===== src/rtl/uart_rx_buffered_pkg.sv =====
// Shared definitions for the buffered UART receiver: FSM encoding and bit timing.
package uart_rx_buffered_pkg;

  localparam int unsigned DATA_BITS = 8;

  typedef enum logic [2:0] {
    WAIT_HIGH = 3'd0,
    IDLE      = 3'd1,
    START     = 3'd2,
    DATA      = 3'd3,
    STOP      = 3'd4
  } rx_state_t;

  // Clock cycles per serial bit (integer division).
  function automatic int unsigned bit_cycles(input int unsigned clk_hz,
                                             input int unsigned sclk_hz);
    return clk_hz / sclk_hz;
  endfunction

  // Clock cycles from the start-bit edge to the middle of the start bit.
  function automatic int unsigned half_cycles(input int unsigned clk_hz,
                                              input int unsigned sclk_hz);
    return bit_cycles(clk_hz, sclk_hz) / 2;
  endfunction

endpackage


===== src/rtl/uart_rx_fifo.sv =====
// Receive byte FIFO: extra-MSB pointers, combinational head, drops pushes when full
// unless a pop frees the slot in the same cycle.
module uart_rx_fifo #(
  parameter int unsigned DEPTH_LOG2 = 4
) (
  input  logic       clk,
  input  logic       reset_n,
  input  logic       push,
  input  logic [7:0] push_data,
  input  logic       pop,
  output logic [7:0] head,
  output logic       full,
  output logic       empty
);

  localparam int unsigned DEPTH = 1 << DEPTH_LOG2;

  logic [DEPTH_LOG2:0]   wr_ptr;
  logic [DEPTH_LOG2:0]   rd_ptr;
  logic [7:0]            mem [DEPTH];
  logic                  do_pop;
  logic                  do_push;

  // Occupancy flags from pointer comparison
  always_comb begin
    empty   = (wr_ptr == rd_ptr);
    full    = (wr_ptr[DEPTH_LOG2] != rd_ptr[DEPTH_LOG2]) &&
              (wr_ptr[DEPTH_LOG2-1:0] == rd_ptr[DEPTH_LOG2-1:0]);
    do_pop  = pop && !empty;
    // When full, the slot under rd_ptr is the one being written, so a
    // simultaneous pop makes the push legal.
    do_push = push && (!full || do_pop);
    head    = empty ? '0 : mem[rd_ptr[DEPTH_LOG2-1:0]];
  end

  // Pointer update
  always_ff @(posedge clk or negedge reset_n) begin
    if (!reset_n) begin
      wr_ptr <= '0;
      rd_ptr <= '0;
    end else begin
      if (do_push) wr_ptr <= wr_ptr + 1'b1;
      if (do_pop)  rd_ptr <= rd_ptr + 1'b1;
    end
  end

  // Storage write
  always_ff @(posedge clk) begin
    if (do_push) mem[wr_ptr[DEPTH_LOG2-1:0]] <= push_data;
  end

endmodule


===== src/rtl/uart_rx_buffered.sv =====
// 8N1 UART receiver with synchronizer, mid-bit sampling FSM and receive FIFO.
module uart_rx_buffered
  import uart_rx_buffered_pkg::*;
#(
  parameter int unsigned CLK_HZ          = 40000000,
  parameter int unsigned SCLK_HZ         = 115200,
  parameter int unsigned FIFO_DEPTH_LOG2 = 4
) (
  input  logic       clk,
  input  logic       reset_n,
  input  logic       uart_rxd,
  output logic [7:0] data_out,
  output logic       data_valid,
  input  logic       data_ready,
  output logic       frame_err,
  output logic       overrun
);

  localparam int unsigned BIT_CYC  = bit_cycles(CLK_HZ, SCLK_HZ);
  localparam int unsigned HALF_CYC = half_cycles(CLK_HZ, SCLK_HZ);
  localparam int unsigned CNT_W    = $clog2(BIT_CYC + 1);
  localparam logic [CNT_W-1:0] BIT_LAST  = CNT_W'(BIT_CYC - 1);
  localparam logic [CNT_W-1:0] HALF_LAST = CNT_W'(HALF_CYC - 1);

  logic [1:0]       sync;
  logic             rxs;
  rx_state_t        state;
  rx_state_t        state_next;
  logic [CNT_W-1:0] cnt;
  logic [2:0]       bit_idx;
  logic [7:0]       shreg;
  logic             cnt_done;
  logic             cnt_run;
  logic             shift_en;
  logic             push;
  logic             frame_bad;
  logic             full;
  logic             empty;

  // Two-flop synchronizer for the asynchronous serial line (idles high)
  always_ff @(posedge clk or negedge reset_n) begin
    if (!reset_n) sync <= '1;
    else          sync <= {sync[0], uart_rxd};
  end

  assign rxs = sync[1];

  // Sample-point detection: half a bit in START, a full bit elsewhere
  always_comb begin
    cnt_done = (state == START) ? (cnt == HALF_LAST) : (cnt == BIT_LAST);
  end

  // FSM state register
  always_ff @(posedge clk or negedge reset_n) begin
    if (!reset_n) state <= WAIT_HIGH;
    else          state <= state_next;
  end

  // FSM next-state logic
  always_comb begin
    state_next = state;
    unique case (state)
      WAIT_HIGH: if (rxs)  state_next = IDLE;
      IDLE:      if (!rxs) state_next = START;
      START:     if (cnt_done) state_next = rxs ? IDLE : DATA;
      DATA:      if (cnt_done && (bit_idx == 3'(DATA_BITS - 1))) state_next = STOP;
      STOP:      if (cnt_done) state_next = rxs ? IDLE : WAIT_HIGH;
      default:   state_next = WAIT_HIGH;
    endcase
  end

  // FSM outputs: counter enable, shift strobe, push and framing error
  always_comb begin
    cnt_run   = 1'b0;
    shift_en  = 1'b0;
    push      = 1'b0;
    frame_bad = 1'b0;
    unique case (state)
      START: cnt_run = 1'b1;
      DATA: begin
        cnt_run  = 1'b1;
        shift_en = cnt_done;
      end
      STOP: begin
        cnt_run   = 1'b1;
        push      = cnt_done && rxs;
        frame_bad = cnt_done && !rxs;
      end
      default: ;
    endcase
  end

  // Bit-period counter; restarts at every sample point and outside a frame
  always_ff @(posedge clk or negedge reset_n) begin
    if (!reset_n)                cnt <= '0;
    else if (!cnt_run || cnt_done) cnt <= '0;
    else                         cnt <= cnt + 1'b1;
  end

  // Data bit index and LSB-first shift register
  always_ff @(posedge clk or negedge reset_n) begin
    if (!reset_n) begin
      bit_idx <= '0;
      shreg   <= '0;
    end else if (state == IDLE) begin
      bit_idx <= '0;
    end else if (shift_en) begin
      bit_idx <= bit_idx + 1'b1;
      shreg   <= {rxs, shreg[7:1]};
    end
  end

  // Registered status pulses
  always_ff @(posedge clk or negedge reset_n) begin
    if (!reset_n) begin
      frame_err <= 1'b0;
      overrun   <= 1'b0;
    end else begin
      frame_err <= frame_bad;
      overrun   <= push && full && !(data_ready && !empty);
    end
  end

  uart_rx_fifo #(
    .DEPTH_LOG2(FIFO_DEPTH_LOG2)
  ) u_fifo (
    .clk      (clk),
    .reset_n  (reset_n),
    .push     (push),
    .push_data(shreg),
    .pop      (data_ready),
    .head     (data_out),
    .full     (full),
    .empty    (empty)
  );

  assign data_valid = !empty;

endmodule


===== config.mk =====
export PLATFORM = sky130hd
export DESIGN_NAME = uart_rx_buffered
export DESIGN_NICKNAME = d
export VERILOG_FILES = /design/src/rtl/uart_rx_buffered_pkg.sv /design/src/rtl/uart_rx_fifo.sv /design/src/rtl/uart_rx_buffered.sv
export SDC_FILE = /design/constraint.sdc
export NUM_CORES = 1
export LEC_CHECK = 0
export ABC_CLOCK_PERIOD_IN_PS = 2450
export BUFFER_PORTS_ARGS = -buffer_cell sky130_fd_sc_hd__buf_2
export CORE_UTILIZATION = 50
export DETAILED_ROUTE_END_ITERATION = 6
export PLACE_DENSITY = 0.8
export SETUP_SLACK_MARGIN = 0.02
export SYNTH_ARGS = -nofsm -noshare
export SYNTH_HDL_FRONTEND = slang
export SYNTH_SLANG_ARGS = --single-unit

===== constraint.sdc =====
create_clock -name clk -period 2.45 [get_ports clk]
set_input_delay 0.49 -clock clk [delete_from_list [all_inputs] [get_ports clk]]
set_output_delay 0.49 -clock clk [all_outputs]
set_load 0.02 [all_outputs]

==> impl_metrics.tcl, run 1 <==
set metrics [dict create \
    synth.top_cell.area_share_pct 56.4 \
    final.setup_skew_ns 0.00967 \
    finalCritPeriodShare_pct 107 \
    rows 42 \
    ant_nets 0 \
    clkPwrFrac_pct 43.4 \
    setup_slack_ns -0.182 \
    diodes 0 \
    syn-cell-area_sq_um 6810 \
    drcViolationCount 0 \
    seq_area_frac_synth_pct 70.1 \
    grt.overflow.total 0 \
    synth_flop_cell "edfxtp_1" \
    antenna_found_initial 0 \
    yosysTopAreaCell "edfxtp_1" \
    worstSetupStartpointType "register" \
    maxSlewViolCount 0 \
    final_common_cell "edfxtp_1" \
    yosysWarnings 0 \
    violations "setup timing" \
    die-area_sq_um 14100 \
    grt_max_degree 38 \
    htree_num_levels 4 \
    final_cell_mix "128 x edfxtp_1, 34 x buf_4, 33 x dfrtp_1" \
    worst_slew_pin_slew_ns 0.816 \
    initial_core_util_pct 51.4 \
    grt_usage_pct 22.9 \
    clock_latency_ns 0.43 \
    syn_to_final_growth_pct 19.5 \
    setup_viol 9 \
    holdWs_ns 0.160 \
    layout.cells.non_filler 639 \
    synth_edf_count 128 \
    hold_viol 0 \
    cts_buffers 17 \
    drt-total-wl_mm 14.7 \
    place.gp.congestion 0.805 \
    p_leak_nw 2.96 \
    die_x_um 119 \
    synth_nets 408 \
    synth_area_leaders "edfxtp_1 56%, dfrtp_1 13%, mux4_2 11%" \
    status "finished with violations" \
    vias 3862 \
    dpl.cell_count 598 \
    avgSynthCellArea_sq_um 17.2 \
    ir_drop_uv 418 \
    period_minus_slack_ns 2.63 \
    cp_max_fo 8 \
    dpl.hpwl_mm 8.73 \
    cts_sinks 165 \
    hp-class "in -> async" \
    cp.arrival_ns 2.14 \
    maxSlewHeadroom_pct 45.6 \
    numPortBuffers 14 \
    path_class "reg -> out" \
    switching_power_w 0.00124 \
    synthArstFlopShare_pct 22.4 \
    layout-drive-gt1-share_pct 35.2 \
    vias_per_cell 6.04 \
    rrSetupSlack_ns 0.08 \
    seq_power_share_pct 52.6 \
    nets 462 \
    grt_pass1_vias 3933 \
    wire_per_inst_um 23.0 \
    crit_path_end_kind "output port" \
    grt_pass1_wl_mm 22.9 \
    die-height_um 119 \
    synth_seq_cells 165 \
    powerDensity_nw_per_um2 724 \
    io_pins 15 \
    clk_pin_slew_ns 0.06 \
    coreArea_sq_um 13200 \
    clock.fmax_mhz 380 \
    clockBufferDepth 2 \
    synthCells 396 \
    p_int_w 0.00465 \
    worstPathRequired_ns 1.96 \
    drt_first_pass_iters 4 \
    synth_cell_types 44 \
    switching_share_pct 21.1 \
    cts_root_buffer "clkbuf_16" \
    comb_power_share_pct 4.0 \
    tritoncts "built" \
    drtIter0Drc 533 \
    max-cap-violations 0 \
    rsz0062_at_grt "yes" \
]
-- flip-flops by register name (all words and copies together), names as in the netlist --
signal / cells
u_fifo.mem: 128
cnt: 9
shreg: 8
u_fifo.rd_ptr: 5
u_fifo.wr_ptr: 5
bit_idx: 3
state: 3
sync: 2
frame_err: 1
overrun: 1
-- cell type report --
cell class,count,area (sq um)
Fill cell,903,5110
Multi-Input combinational cell,207,2060
Clock buffer,19,433
Tap cell,176,220
Clock inverter,13,134
Sequential cell,165,4770
Inverter,5,18.8
Timing Repair Buffer,54,498
-- layer usage --
metal / track usage, % / wire length, um / vias up / share of wire, %
met2: 37.3 / 7610 / 155 / 52
met3: 5.26 / 942 / 29 / 6.4
met5: 0 / 0 / - / 0
li1: - / - / 1660 / -
met1: 29.8 / 5760 / 2018 / 39
met4: 9.41 / 365 / 0 / 2.5
-- cells in the mapped netlist (all sizes together) (2+ instances only) --
master	instances
xnor2	12
nand4	8
and3	10
inv	5
a21oi	10
mux4	32
dfstp	2
nand3b	4
and2	5
buf	7
nor3b	3
nand2	9
nor2	26
o31ai	2
nand2b	7
o21ai	4
nand4b	3
clkbuf	12
nor2b	4
a22oi	16
ha	8
nor3	3
mux2	10
edfxtp	128
dfrtp	35
or3b	2
nand3	14
xor2	8
-- power groups by stage --
stage	Clock, W	Combinational [W]	Sequential (W)
after floorplan	0	0.000145	0.00316
after global placement	0	0.000230	0.00315
after detailed placement	0	0.000238	0.00316
after CTS	0.00257	0.000240	0.00310
after global routing	0.00269	0.000274	0.00311
final	0.00256	0.000236	0.00310
-- critical path: stages, from the launching register on --
cell	delay, ns
dfrtp_2	0.46
buf_12	0.15
buf_16	0.14
mux4_2	0.51
a22oi_2	0.21
a21oi_2	0.09
buf_4	0.16
-- kinds of logic after synthesis --
kind of cell / after synthesis / share of synthesized area (%)
flip-flops: 165 / 70.1
multiplexers: 42 / 12.2
AND/OR/NAND/NOR: 101 / 8.40
AO/OA/AOI/OAI: 36 / 3.77
buffers and inverters: 24 / 1.49
XOR/XNOR: 20 / 2.57
adder cells (fa/ha/maj): 8 / 1.47
-- timing repair --
action / in CTS / in global routing
setup buffers: 2 / 4
gates cloned: 3 / 1
gates resized for setup: 31 / 16
setup endpoints to repair: 48 / 129
pin swaps: 16 / 8
endpoints found under the hold margin: 0 / 0
hold buffers: 0 / 0
-- path summary, 6_finish.rpt --
check	to	depth (start not counted)	from
max in group asynchronous	u_fifo.rd_ptr[0]	1	reset_n
min	cnt[4]	1	reset_n
max	data_out[3]	6	u_fifo.rd_ptr[0]
min reg2reg	sync[1]	0	sync[0]
min in group clk	sync[0]	1	uart_rxd
max reg2reg	u_fifo.mem[9][6]	7	u_fifo.rd_ptr[0]
-- stage by stage --
stage | utilization [%] | setup WS (ns) | setup TNS [ns] | area (sq um) | power (W)
after floorplan | - | -0.0851 | -5.38 | 6810 | 0.00330
after global placement | 55.0 | 0.0390 | 0 | 7280 | 0.00338
after detailed placement | 55.0 | -0.0392 | -0.312 | 7280 | 0.00340
after CTS | 60.9 | -0.206 | -1.47 | 8070 | 0.00591
after global routing | 61.4 | -0.250 | -1.94 | 8140 | 0.00607
final | 61.4 | -0.182 | -1.30 | 8140 | 0.00589
Note: power is estimated with default switching activity, not from simulation.
==> inputs of run 2 (changes only) <==
- PLACE_DENSITY: 0.8 -> 0.66
- SYNTH_HIERARCHICAL: not set -> 1
==> impl_metrics.tcl, run 2 <==
set metrics [dict create \
    powerDensity_nw_per_um2 897 \
    worstSetupStartpointType "register" \
    tritoncts "built" \
    die_x_um 120 \
    synth_edf_count 128 \
    synth_cell_types 48 \
    fin_util_pct 63.3 \
    setup_slack_ns -0.108 \
    violations "setup timing" \
    ir_drop_uv 455 \
    avgSynthCellArea_sq_um 17.6 \
    pre_cts_slack_ns -0.0882 \
    final_common_cell "edfxtp_1" \
    drtIter0Drc 276 \
    antenna_found_initial 0 \
    grt_pass1_wl_mm 21.7 \
    period_minus_slack_ns 2.56 \
    largest_reg_flops 128 \
    synthCells 394 \
    place.gp.congestion 0.830 \
    coreArea_sq_um 13300 \
    cts_sinks 165 \
    layout.cells.non_filler 657 \
    numPortBuffers 14 \
    nets 481 \
    finalCritPeriodShare_pct 104 \
    final_cell_mix "128 x edfxtp_1, 48 x buf_4, 33 x dfrtp_1" \
    drt-total-wl_mm 13.7 \
    ant_nets 0 \
    r2r_end "u_fifo/mem[11][4]" \
    critPathCapture "data_out[1]" \
    clock.fmax_mhz 391 \
    path_class "reg -> out" \
    seq_area_frac_synth_pct 69.0 \
    clock_latency_ns 0.41 \
    yosysWarnings 6 \
    hp-class "in -> async" \
    grt.overflow.total 0 \
    cts_root_buffer "clkbuf_16" \
    grt_usage_pct 21.1 \
    drt_first_pass_iters 4 \
    startpoint "u_fifo/rd_ptr[0]" \
    cts_buffers 17 \
    final.setup_skew_ns 0.00649 \
    die-area_sq_um 14300 \
    grt_pass1_vias 3847 \
    syn_to_final_growth_pct 22.1 \
    clockBufferDepth 2 \
    layout-drive-gt1-share_pct 41.8 \
    vias 3744 \
    synth.top_cell.area_share_pct 55.5 \
    setup_viol 129 \
    synth_most_common_cell "edfxtp_1" \
    ctsHoldBuffers 0 \
    r2r_start "state[0]" \
    synth_seq_cells 165 \
    synth_common_cells "128 x edfxtp_1, 35 x dfrtp_1, 32 x mux4_2" \
    synthArstFlopShare_pct 22.4 \
    worstPathRequired_ns 1.96 \
    rr_worst_depth 8 \
    crit_path_end_kind "output port" \
    hold_viol 0 \
    max-cap-violations 0 \
    maxSlewHeadroom_pct 45.1 \
    yosysTopAreaCell "edfxtp_1" \
    dpl.hpwl_mm 8.93 \
    p_leak_nw 3.12 \
    die-height_um 120 \
    finalPower_w 0.00758 \
    dpl.cell_count 610 \
    worst_slew_pin_slew_ns 0.824 \
    rows 42 \
    cp_max_fo 14 \
    wire_per_inst_um 20.8 \
    rsz0062_at_grt "yes" \
    cp.arrival_ns 2.07 \
    initial_core_util_pct 51.8 \
    diodes 0 \
    synth_area_leaders "edfxtp_1 56%, dfrtp_1 13%, mux4_2 10%" \
    clk_pin_slew_ns 0.06 \
    rrSetupSlack_ns -0.07 \
    grt_max_degree 38 \
    synth_nets 406 \
    htree_num_levels 4 \
    maxSlewViolCount 0 \
    fillerInstances 982 \
    drcViolationCount 0 \
    synth_flop_cell "edfxtp_1" \
    vias_per_cell 5.70 \
    io_pins 15 \
    status "finished with violations" \
    syn-cell-area_sq_um 6920 \
]
-- run 2: cell types whose count changed after synthesis, sizes merged, moves of 3 or more --
| cell | previous run | this run |
|---|---|---|
| nand2b | 7 | 3 |
| nand2 | 9 | 15 |
| nand4 | 8 | 4 |
| buf | 7 | 13 |
| nor2 | 26 | 21 |
| a221o | 0 | 3 |
| and3 | 10 | 15 |
| nand3 | 14 | 5 |
| nor3 | 3 | 6 |
| or3b | 2 | 5 |
| clkbuf | 12 | 4 |
| nand4b | 3 | 0 |
-- run 2: metrics by stage --
step,hold slack [ns],setup TNS [ns],area [sq um]
final,0.170,-5.29,8450
after global routing,0.153,-15.08,8450
after CTS,0.151,-4.78,8350
after detailed placement,0.348,-5.36,7590
after global placement,0.346,-2.45,7590
after floorplan,0.194,-11.50,7000
-- run 2: worst max-delay path, stage by stage, from the launching register on --
cell	delay (ns)
dfrtp_2	0.41
buf_12	0.16
buf_12	0.13
mux4_2	0.51
a22oi_2	0.19
a21oi_1	0.08
buf_2	0.16
-- run 2: final cells by class --
type | count | area (sq um) | share of cell area, %
clock buffers | 17 | 425 | 5.03
clock inverters | 14 | 159 | 1.88
inverters | 6 | 22.5 | 0.267
multi-input cells | 206 | 2220 | 26.2
flip-flops and latches | 165 | 4770 | 56.5
well taps | 176 | 220 | 2.61
repair buffers | 73 | 631 | 7.46
-- run 2: where the power goes --
part / internal [W] / switching [W]
Sequential: 0.00309 / 0.000114
Clock: 0.00159 / 0.00101
Combinational: 0.000899 / 0.000884
Total: 0.00557 / 0.00200
-- run 2: routing by layer --
metal | up-vias | wire (um) | track usage (%)
li1 | 1706 | - | -
met1 | 1956 | 5960 | 27.7
met2 | 66 | 7010 | 34.9
met3 | 16 | 462 | 4.61
met4 | 0 | 244 | 7.73
met5 | - | 0 | 0
-- run 2: logic make-up after synthesis --
logic type	synth area share, %
buffers and inverters	1.90
XOR/XNOR	2.86
adder cells (fa/ha/maj)	1.45
AO/OA/AOI/OAI	4.27
flip-flops	69.0
AND/OR/NAND/NOR	8.55
multiplexers	12.0
-- run 2: worst min path at each step --
stage	depth (start not counted)	slack, ns	startpoint	endpoint
after detailed placement	0	0.35	sync[0]	sync[1]
after floorplan	0	0.19	reset_n	bit_idx[0]
after global routing	1	0.15	uart_rxd	sync[0]
after CTS	1	0.15	uart_rxd	sync[0]
final	1	0.17	reset_n	cnt[2]
after global placement	0	0.35	sync[0]	sync[1]
-- run 2: timing repair --
item,CTS,global route
setup endpoints to repair,139,139
resized for setup,24,10
setup buffers,8,7
pin swaps,1,3
gates cloned,0,1
